<file path="src/rtl/precount_pkg.sv">
// Shared types and the expected-result rule for the preload counter sequencer.
package precount_pkg;

  localparam int WIDTH_DEF = 8;

  typedef enum logic [2:0] {
    S_IDLE,
    S_LOAD,
    S_COUNT,
    S_READ,
    S_RESP
  } state_t;

  // Full-width result; callers keep the low WIDTH bits, which gives mod 2^WIDTH.
  function automatic logic [31:0] expected_count(input logic [31:0] start,
                                                 input logic [31:0] steps,
                                                 input logic        up);
    return up ? (start + steps) : (start - steps);
  endfunction

endpackage

</file>
<file path="src/rtl/precount_seq.sv">
// Turns one {start, dir, steps} command into load / count / read of the preload counter.
// Latency: response valid steps+RD_WAIT+3 cycles after acceptance.
// Backpressure: response held in RESP until rsp_ready; commands outside IDLE are dropped.
module precount_seq
  import precount_pkg::*;
#(
  parameter int WIDTH   = WIDTH_DEF,
  parameter int RD_WAIT = 1
) (
  input  logic             clk,
  input  logic             rst,
  input  logic             cmd_valid,
  output logic             cmd_ready,
  input  logic             cmd_up,
  input  logic [WIDTH-1:0] cmd_start,
  input  logic [7:0]       cmd_steps,
  output logic [WIDTH-1:0] ctr_din,
  output logic             ctr_load,
  output logic             ctr_up,
  output logic             ctr_enb,
  output logic             ctr_rdb,
  input  logic             ctr_carry,
  input  logic [WIDTH-1:0] ctr_dout,
  output logic             rsp_valid,
  input  logic             rsp_ready,
  output logic [WIDTH-1:0] rsp_data,
  output logic             rsp_carry,
  output logic             rsp_mismatch
);

  localparam logic [1:0] RDW = 2'(RD_WAIT);

  state_t     state, state_nxt;
  logic [7:0] steps_q;
  logic [7:0] step_cnt, step_nxt;
  logic [1:0] wait_cnt, wait_nxt;
  logic       accept;
  logic       sample;
  logic [31:0] exp_full;
  logic        unused_exp_hi;

  // ctr_din / ctr_up double as the registered start value and direction.
  assign exp_full      = expected_count(32'(ctr_din), 32'(steps_q), ctr_up);
  assign unused_exp_hi = ^exp_full[31:WIDTH];

  assign accept = cmd_valid && cmd_ready;
  assign sample = (state == S_READ) && (wait_cnt == RDW);

  always_comb begin
    state_nxt = state;
    step_nxt  = step_cnt;
    wait_nxt  = wait_cnt;
    case (state)
      S_IDLE: begin
        if (accept) state_nxt = S_LOAD;
      end
      S_LOAD: begin
        wait_nxt = '0;
        if (steps_q == 8'd0) begin
          state_nxt = S_READ;
        end else begin
          state_nxt = S_COUNT;
          step_nxt  = steps_q;
        end
      end
      S_COUNT: begin
        step_nxt = step_cnt - 8'd1;
        wait_nxt = '0;
        if (step_cnt == 8'd1) state_nxt = S_READ;
      end
      S_READ: begin
        wait_nxt = wait_cnt + 2'd1;
        if (wait_cnt == RDW) state_nxt = S_RESP;
      end
      S_RESP: begin
        if (rsp_ready) state_nxt = S_IDLE;
      end
      default: state_nxt = S_IDLE;
    endcase
  end

  // Control outputs are flops decoded from the next state, so nothing is combinational.
  always_ff @(posedge clk) begin
    if (rst) begin
      state        <= S_IDLE;
      steps_q      <= '0;
      step_cnt     <= '0;
      wait_cnt     <= '0;
      cmd_ready    <= 1'b1;
      ctr_din      <= '0;
      ctr_load     <= 1'b0;
      ctr_up       <= 1'b1;
      ctr_enb      <= 1'b1;
      ctr_rdb      <= 1'b0;
      rsp_valid    <= 1'b0;
      rsp_data     <= '0;
      rsp_carry    <= 1'b0;
      rsp_mismatch <= 1'b0;
    end else begin
      state     <= state_nxt;
      step_cnt  <= step_nxt;
      wait_cnt  <= wait_nxt;
      cmd_ready <= (state_nxt == S_IDLE);
      ctr_load  <= (state_nxt == S_LOAD);
      ctr_enb   <= (state_nxt != S_COUNT);
      ctr_rdb   <= (state_nxt == S_READ);
      rsp_valid <= (state_nxt == S_RESP);

      if (accept) begin
        ctr_din   <= cmd_start;
        ctr_up    <= cmd_up;
        steps_q   <= cmd_steps;
        rsp_carry <= 1'b0;
      end else if ((state == S_COUNT || state == S_READ) && ctr_carry) begin
        rsp_carry <= 1'b1;
      end

      if (sample) begin
        rsp_data     <= ctr_dout;
        rsp_mismatch <= (ctr_dout != exp_full[WIDTH-1:0]);
      end
    end
  end

endmodule
</file>
<file path="config.mk">
export PLATFORM = sky130hd
export DESIGN_NAME = precount_seq
export DESIGN_NICKNAME = d
export VERILOG_FILES = /design/src/rtl/precount_pkg.sv /design/src/rtl/precount_seq.sv
export SDC_FILE = /design/constraint.sdc
export NUM_CORES = 1
export LEC_CHECK = 0
export BUFFER_PORTS_ARGS = -buffer_cell sky130_fd_sc_hd__buf_2
export CAP_MARGIN = 20
export CELL_PAD_IN_SITES_DETAIL_PLACEMENT = 2
export CELL_PAD_IN_SITES_GLOBAL_PLACEMENT = 2
export CORE_ASPECT_RATIO = 1.4
export CORE_UTILIZATION = 31
export DETAILED_ROUTE_END_ITERATION = 10
export MAX_ROUTING_LAYER = met4
export PLACE_DENSITY = 0.92
export SYNTH_ARGS = -nofsm -noshare
export SYNTH_HDL_FRONTEND = slang
export SYNTH_SLANG_ARGS = --single-unit
</file>
<file path="constraint.sdc">
create_clock -name clk -period 2.7 [get_ports clk]
set_input_delay 0.27 -clock clk [delete_from_list [all_inputs] [get_ports clk]]
set_output_delay 0.27 -clock clk [all_outputs]
set_load 0.02 [all_outputs]
</file>
# ---- After elaboration in Yosys (flattened, before gate mapping)
# Cells that the tools add are included.
dict set report op_classes {
  reduce_logical 12
  n_eq_ne 12
  n_mux 10
  add_sub_neg 4
}
# operator count
set ops {}
lappend ops {{$mux W8} 2}
lappend ops {{$pmux W8 S2} 1}
lappend ops {{$pmux W3 S5} 1}
lappend ops {{$mux W3} 4}
lappend ops {{$eq A3 B2 Y1 const B} 3}
lappend ops {{$add A8 B8 Y8} 1}
lappend ops {{$eq A8 B1 Y1 const B} 1}
lappend ops {{$logic_not A8 Y1} 1}
lappend ops {{$ne A8 B8 Y1} 1}
lappend ops {{$sub A8 B1 Y8 const B} 1}
lappend ops {{$sub A8 B8 Y8} 1}
lappend ops {{$eq A3 B1 Y1 const B} 2}
lappend ops {{$eq A3 B3 Y1 const B} 2}
lappend ops {{$logic_not A3 Y1} 2}
lappend ops {{$pmux W2 S2} 1}
lappend ops {{$reduce_bool A2 Y1} 2}
lappend ops {{$reduce_or A2 Y1} 2}
lappend ops {{$logic_and A1 B1 Y1} 3}
lappend ops {{$ne A3 B2 Y1 const B} 1}
lappend ops {{$add A2 B1 Y2 const B} 1}
lappend ops {{$eq A2 B1 Y1 const B} 1}
lappend ops {{$ne A2 B2 Y1 const B} 1}
lappend ops {{$reduce_and A2 Y1} 1}
lappend ops {{$logic_or A1 B1 Y1} 1}
lappend ops {{$mux W1} 1}
dict set report word_totals {
  input_bits 30
  wordCells 52
  output_inout_bits 24
  ff_bits 45
}

# ---- Logic depth before layout (Yosys ltp)
dict set report depth {
  depth_word 4
  depth_mapped 13
  depth_no_buf 13
}

# ---- Least setup slack after synthesis
# No wires, ideal clock.
dict set report synth_path {
  kind {flip-flop to flip-flop}
  startpoint {register ctr_up}
  endpoint {register rsp_mismatch}
  t_arrival_ns 2.401
  path_buffers 1
  path_stages_with_launch 10
  setup_slack_ns 0.171
  setup_ns 0.127
  cell_sequence {dfxtp_1 clkbuf_1 mux2_2 inv_1 fa_1 xnor2_1 a2111oi_0 nand3_1 nor4b_1 a31oi_1}
}
dict set report synth_via {
  elab_chain_len 2
}
# element line_no
set synth_rtl {}
lappend synth_rtl {{from (decl)} precount_seq.sv:19} ;# output logic ctr_up,
lappend synth_rtl {{from (signal assigned)} precount_seq.sv:111} ;# ctr_up <= cmd_up;
lappend synth_rtl {{$mux W8} precount_pkg.sv:18} ;# return up ? (start + steps) : (start - steps);
lappend synth_rtl {{$ne A8 B8 Y1} precount_seq.sv:120} ;# rsp_mismatch <= (ctr_dout != exp_full[WIDTH-1:0]);
lappend synth_rtl {{to (signal assigned)} precount_seq.sv:120}
lappend synth_rtl {{to (decl)} precount_seq.sv:28} ;# output logic rsp_mismatch
# No other way between the ends.
# A chain may end at the register's enable or synchronous reset.

# ---- Final worst setup path
dict set report layout_path {
  startpoint {register steps_q[1]}
  endpoint {register rsp_mismatch}
}
dict set report layout_via {
  elab_chain_len 3
  word_cells_on_any_way 4
}
# element line_no
set layout_rtl {}
lappend layout_rtl {{from (decl)} precount_seq.sv:34} ;# logic [7:0] steps_q;
lappend layout_rtl {{from (signal assigned)} precount_seq.sv:112} ;# steps_q <= cmd_steps;
lappend layout_rtl {{$sub A8 B8 Y8 / $add A8 B8 Y8 (equally long branches)} precount_pkg.sv:18}
lappend layout_rtl {{$mux W8 *} precount_pkg.sv:18}
lappend layout_rtl {{$ne A8 B8 Y1 *} precount_seq.sv:120}
# Every way passes the cells marked *; elsewhere a longest branch is shown, timed or not.

==> impl_metrics.csv <==
group,metric,value,unit
run_status,status,"finished, final reports clean",
yosys,synth_top_family_by_area,"simple AND/OR/NAND/NOR gates",
global_routing,grt_pass1_vias,2587,
yosys,synthTopCellsByCount,"nand2_1, dfxtp_1, a21oi_1",
hold_path,hold_depth,3,
place,gp_congestion,0.816,
place,hpwl,6080,um
critical_path,reg2reg_from,"steps_q[1]",
floorplan,dieArea,0.00783,mm^2
finish,final_nets,384,
floorplan,core,0.00712,mm^2
yosys,yosys.area_share.simple,25.3,%
timing,relSlewSlack,45.3,%
finish,n_antenna_cell,0,
detailed_routing,first_pass_iters,4,
finish,area_growth,24.3,%
critical_path,slowest_stage,"dfxtp_4",
timing,worst_slew_pin_slew,0.820,ns
critical_path,crit_arrival,2.72,ns
yosys,synth-seq-cells,45,
critical_path,cp_common_cell,"nor2_1",
yosys,syn_area,0.00232,mm^2
global_routing,grt_pass1_wl,13500,um
critical_path,ff2ff_setup_slack,0.17,ns
yosys,syn-num-nets,328,
timing,skew,0.00543,ns
floorplan,initial_core_util,32.6,%
power,switchingPower,0.000776,W
detailed_routing,vias,2332,
yosys,synth_flop_cell,"dfxtp_1",
power,p_int,0.00139,W
hold_path,hold_class,"in -> reg",
yosys,syn_area_per_cell,8.13,um^2
yosys,synth-xor-area-share,6.80,%
power,peakVddDrop,0.598,mV
timing,hold_violations,0,
detailed_routing,drc_errors,0,
yosys,synth_cells,285,
hold_path,whs_endpoint,"steps_q[6]",
yosys,synthAdderAreaFrac,7.34,%
yosys,synth-edff-count,0,
job,maxCapViolations,0,
yosys,ys_warn_count,0,
global_routing,overflow,0,
critical_path,cp-start-kind,"register",
floorplan,rows,36,
finish,fin_cells,437,
clock_network,hold_buffers,0,
clock_network,clock-sinks,45,
detailed_routing,dr.first_iter.drc_count,55,
power,p_leak,1.21,nW
timing,post-route-min-period,2.53,ns
yosys,yosysMostFrequentCell,"nand2_1",
critical_path,endpoint_kind,"register",
yosys,synthArstFlopShare,0,%
place,port_buffers,53,
detailed_routing,finalWirelength,8610,um
critical_path,max_stage_delay,0.38,ns
timing,slew_violations,0,
power,p_comb_share,32.9,%
yosys,synth.area.top_cells,"dfxtp_1, nand2_1, a21oi_1",
power,p_per_area,752,mW/mm^2
timing,setup_violations,0,
critical_path,reg2reg_depth,12,
yosys,synth_top_cell_by_area,"dfxtp_1",
detailed_routing,drtAntennaViolNets,0,
detailed_routing,vias_per_cell,5.34,
power,seqPwrFrac,38.9,%
yosys,post-synth-top-area-fraction,38.9,%
critical_path,path_max_fanout,5,
power,power.share.clock,28.2,%
power,power,0.00217,W
yosys,synth_compound_gate_area_share,17.0,%
finish,drive_gt1_share,25.7,%
critical_path,worstSetupPathType,"reg -> reg",
clock_network,cts_root_buffer,"clkbuf_8",
yosys,synth-seq-area-share,38.9,%
critical_path,cp.required,2.89,ns
power,netSwitchingFraction,35.8,%
floorplan,io_pins,54,
yosys,synth.mux.area_fraction,0.971,%
clock_network,cts_buffers,5,
clock_network,clk_latency,0.31,ns
clock_network,cts_buffer_depth,2,
timing,fmax,395,MHz
global_routing,grt_max_degree,42,
critical_path,reg2reg_to,"rsp_mismatch",
global_routing,grt_use_total,24.1,%
clock_network,cts_tree,"built",
timing,finalCritPeriodShare,93.8,%
place,dp.cells,427,
floorplan,dieWidth,75.1,um
clock_network,clkTransAtPathRegs,0.09,ns
critical_path,path_cells,"inv_1 > ha_2 > nand2b_1 > nor2_1 > nor2_1 > xor2_1 > ha_1 > a21o_1 > a2111oi_4 > nand3_1 > nor4b_2 > a31oi_1",
floorplan,die_y,104,um
hold_path,min-delay-start,"cmd_steps[6]",
yosys,yosysUniqueCellTypes,46,
timing,holdWs,0.191,ns
global_routing,antenna_found_initial,0,
clock_network,h-tree-depth,2,
detailed_routing,drt-wirelength-per-cell,19.7,um
finish,fin_util,40.5,%
==> layout make-up <==
class	count	area, um^2
clock buffers	5	68.8
clock inverters	3	65.1
fillers	859	4230
inverters	11	41.3
multi-input cells	218	1360
flip-flops and latches	45	908
well taps	95	119
repair buffers	60	318
==> cells by family (layout without fill, tap and decap cells) <==
kind of cell,count (synthesis),in the layout
flops,45,45
compound gates,65,65
buf+inv,22,79
xor+xnor,18,18
simple gates,120,120
mux,2,2
fa+ha+maj,13,13
==> cell usage in the layout, fill, tap and decap left out, drive strengths merged, types with 2 or more instances in the layout <==
master,instances
and3,3
buf,60
nand2,60
nand3b,4
nor3b,3
ha,12
nor2b,2
a221oi,3
o21ai,7
bufinv,2
nor4,2
nor2,25
nor3,10
o21bai,3
a211oi,3
xnor2,11
nand3,4
mux2,2
clkbuf,5
a31oi,5
inv,11
xor2,7
a21oi,37
a2111oi,2
a21o,2
dfxtp,45
==> stage by stage <==
step / setup TNS, ns / setup WS, ns / area (um^2)
5_1_grt: -0.0182 / -0.0182 / 2880
3_5_place_dp: -0.00755 / -0.00755 / 2690
2_1_floorplan: 0 / 0.171 / 2320
3_3_place_gp: 0 / 0.0914 / 2690
4_1_cts: 0 / 0.0216 / 2830
6_report: 0 / 0.168 / 2880
==> registers in the layout, indices dropped and copies added (netlist names), 2 cells and up <==
register  count
ctr_din       8
rsp_data      8
step_cnt      8
steps_q       8
state         3
wait_cnt      2
==> worst max path at each step <==
stage                     startpoint           end  cells after the start
after floorplan               ctr_up  rsp_mismatch                      9
after CTS                 steps_q[0]  rsp_mismatch                     12
final                     steps_q[1]  rsp_mismatch                     12
after global placement    steps_q[0]  rsp_mismatch                     10
after global routing      steps_q[1]  rsp_mismatch                     12
after detailed placement  steps_q[0]  rsp_mismatch                     12
==> power groups by stage <==
stage	clock network, W	registers, W	logic, W
detailed placement	0	0.000852	0.000668
global route	0.000645	0.000853	0.000777
global placement	0	0.000842	0.000626
CTS	0.000624	0.000842	0.000696
finish	0.000612	0.000843	0.000712
floorplan	0	0.000855	0.000441
==> critical path: cells and delay by family, from the launching register on <==
family,cells,cell delay [ns]
buf+inv,1,0.05
xor+xnor,1,0.19
flops,1,0.38
simple gates,5,0.66
fa+ha+maj,2,0.48
compound gates,3,0.63
==> routing by layer <==
metal | share of wire [%] | up-vias | track usage (%)
met2 | 57 | 42 | 45.3
li1 | - | 1092 | -
met5 | 0 | - | -
met1 | 38 | 1177 | 24.3
met3 | 2.0 | 21 | 3.20
met4 | 2.7 | 0 | 7.95
==> repair_timing <==
item	in CTS	in global routing
gates resized for setup	3	7
buffers inserted	0	2
pin swaps	0	8
setup endpoints to repair	1	1
endpoints found under the hold margin	0	0
Note: power is estimated with default switching activity, not from simulation.
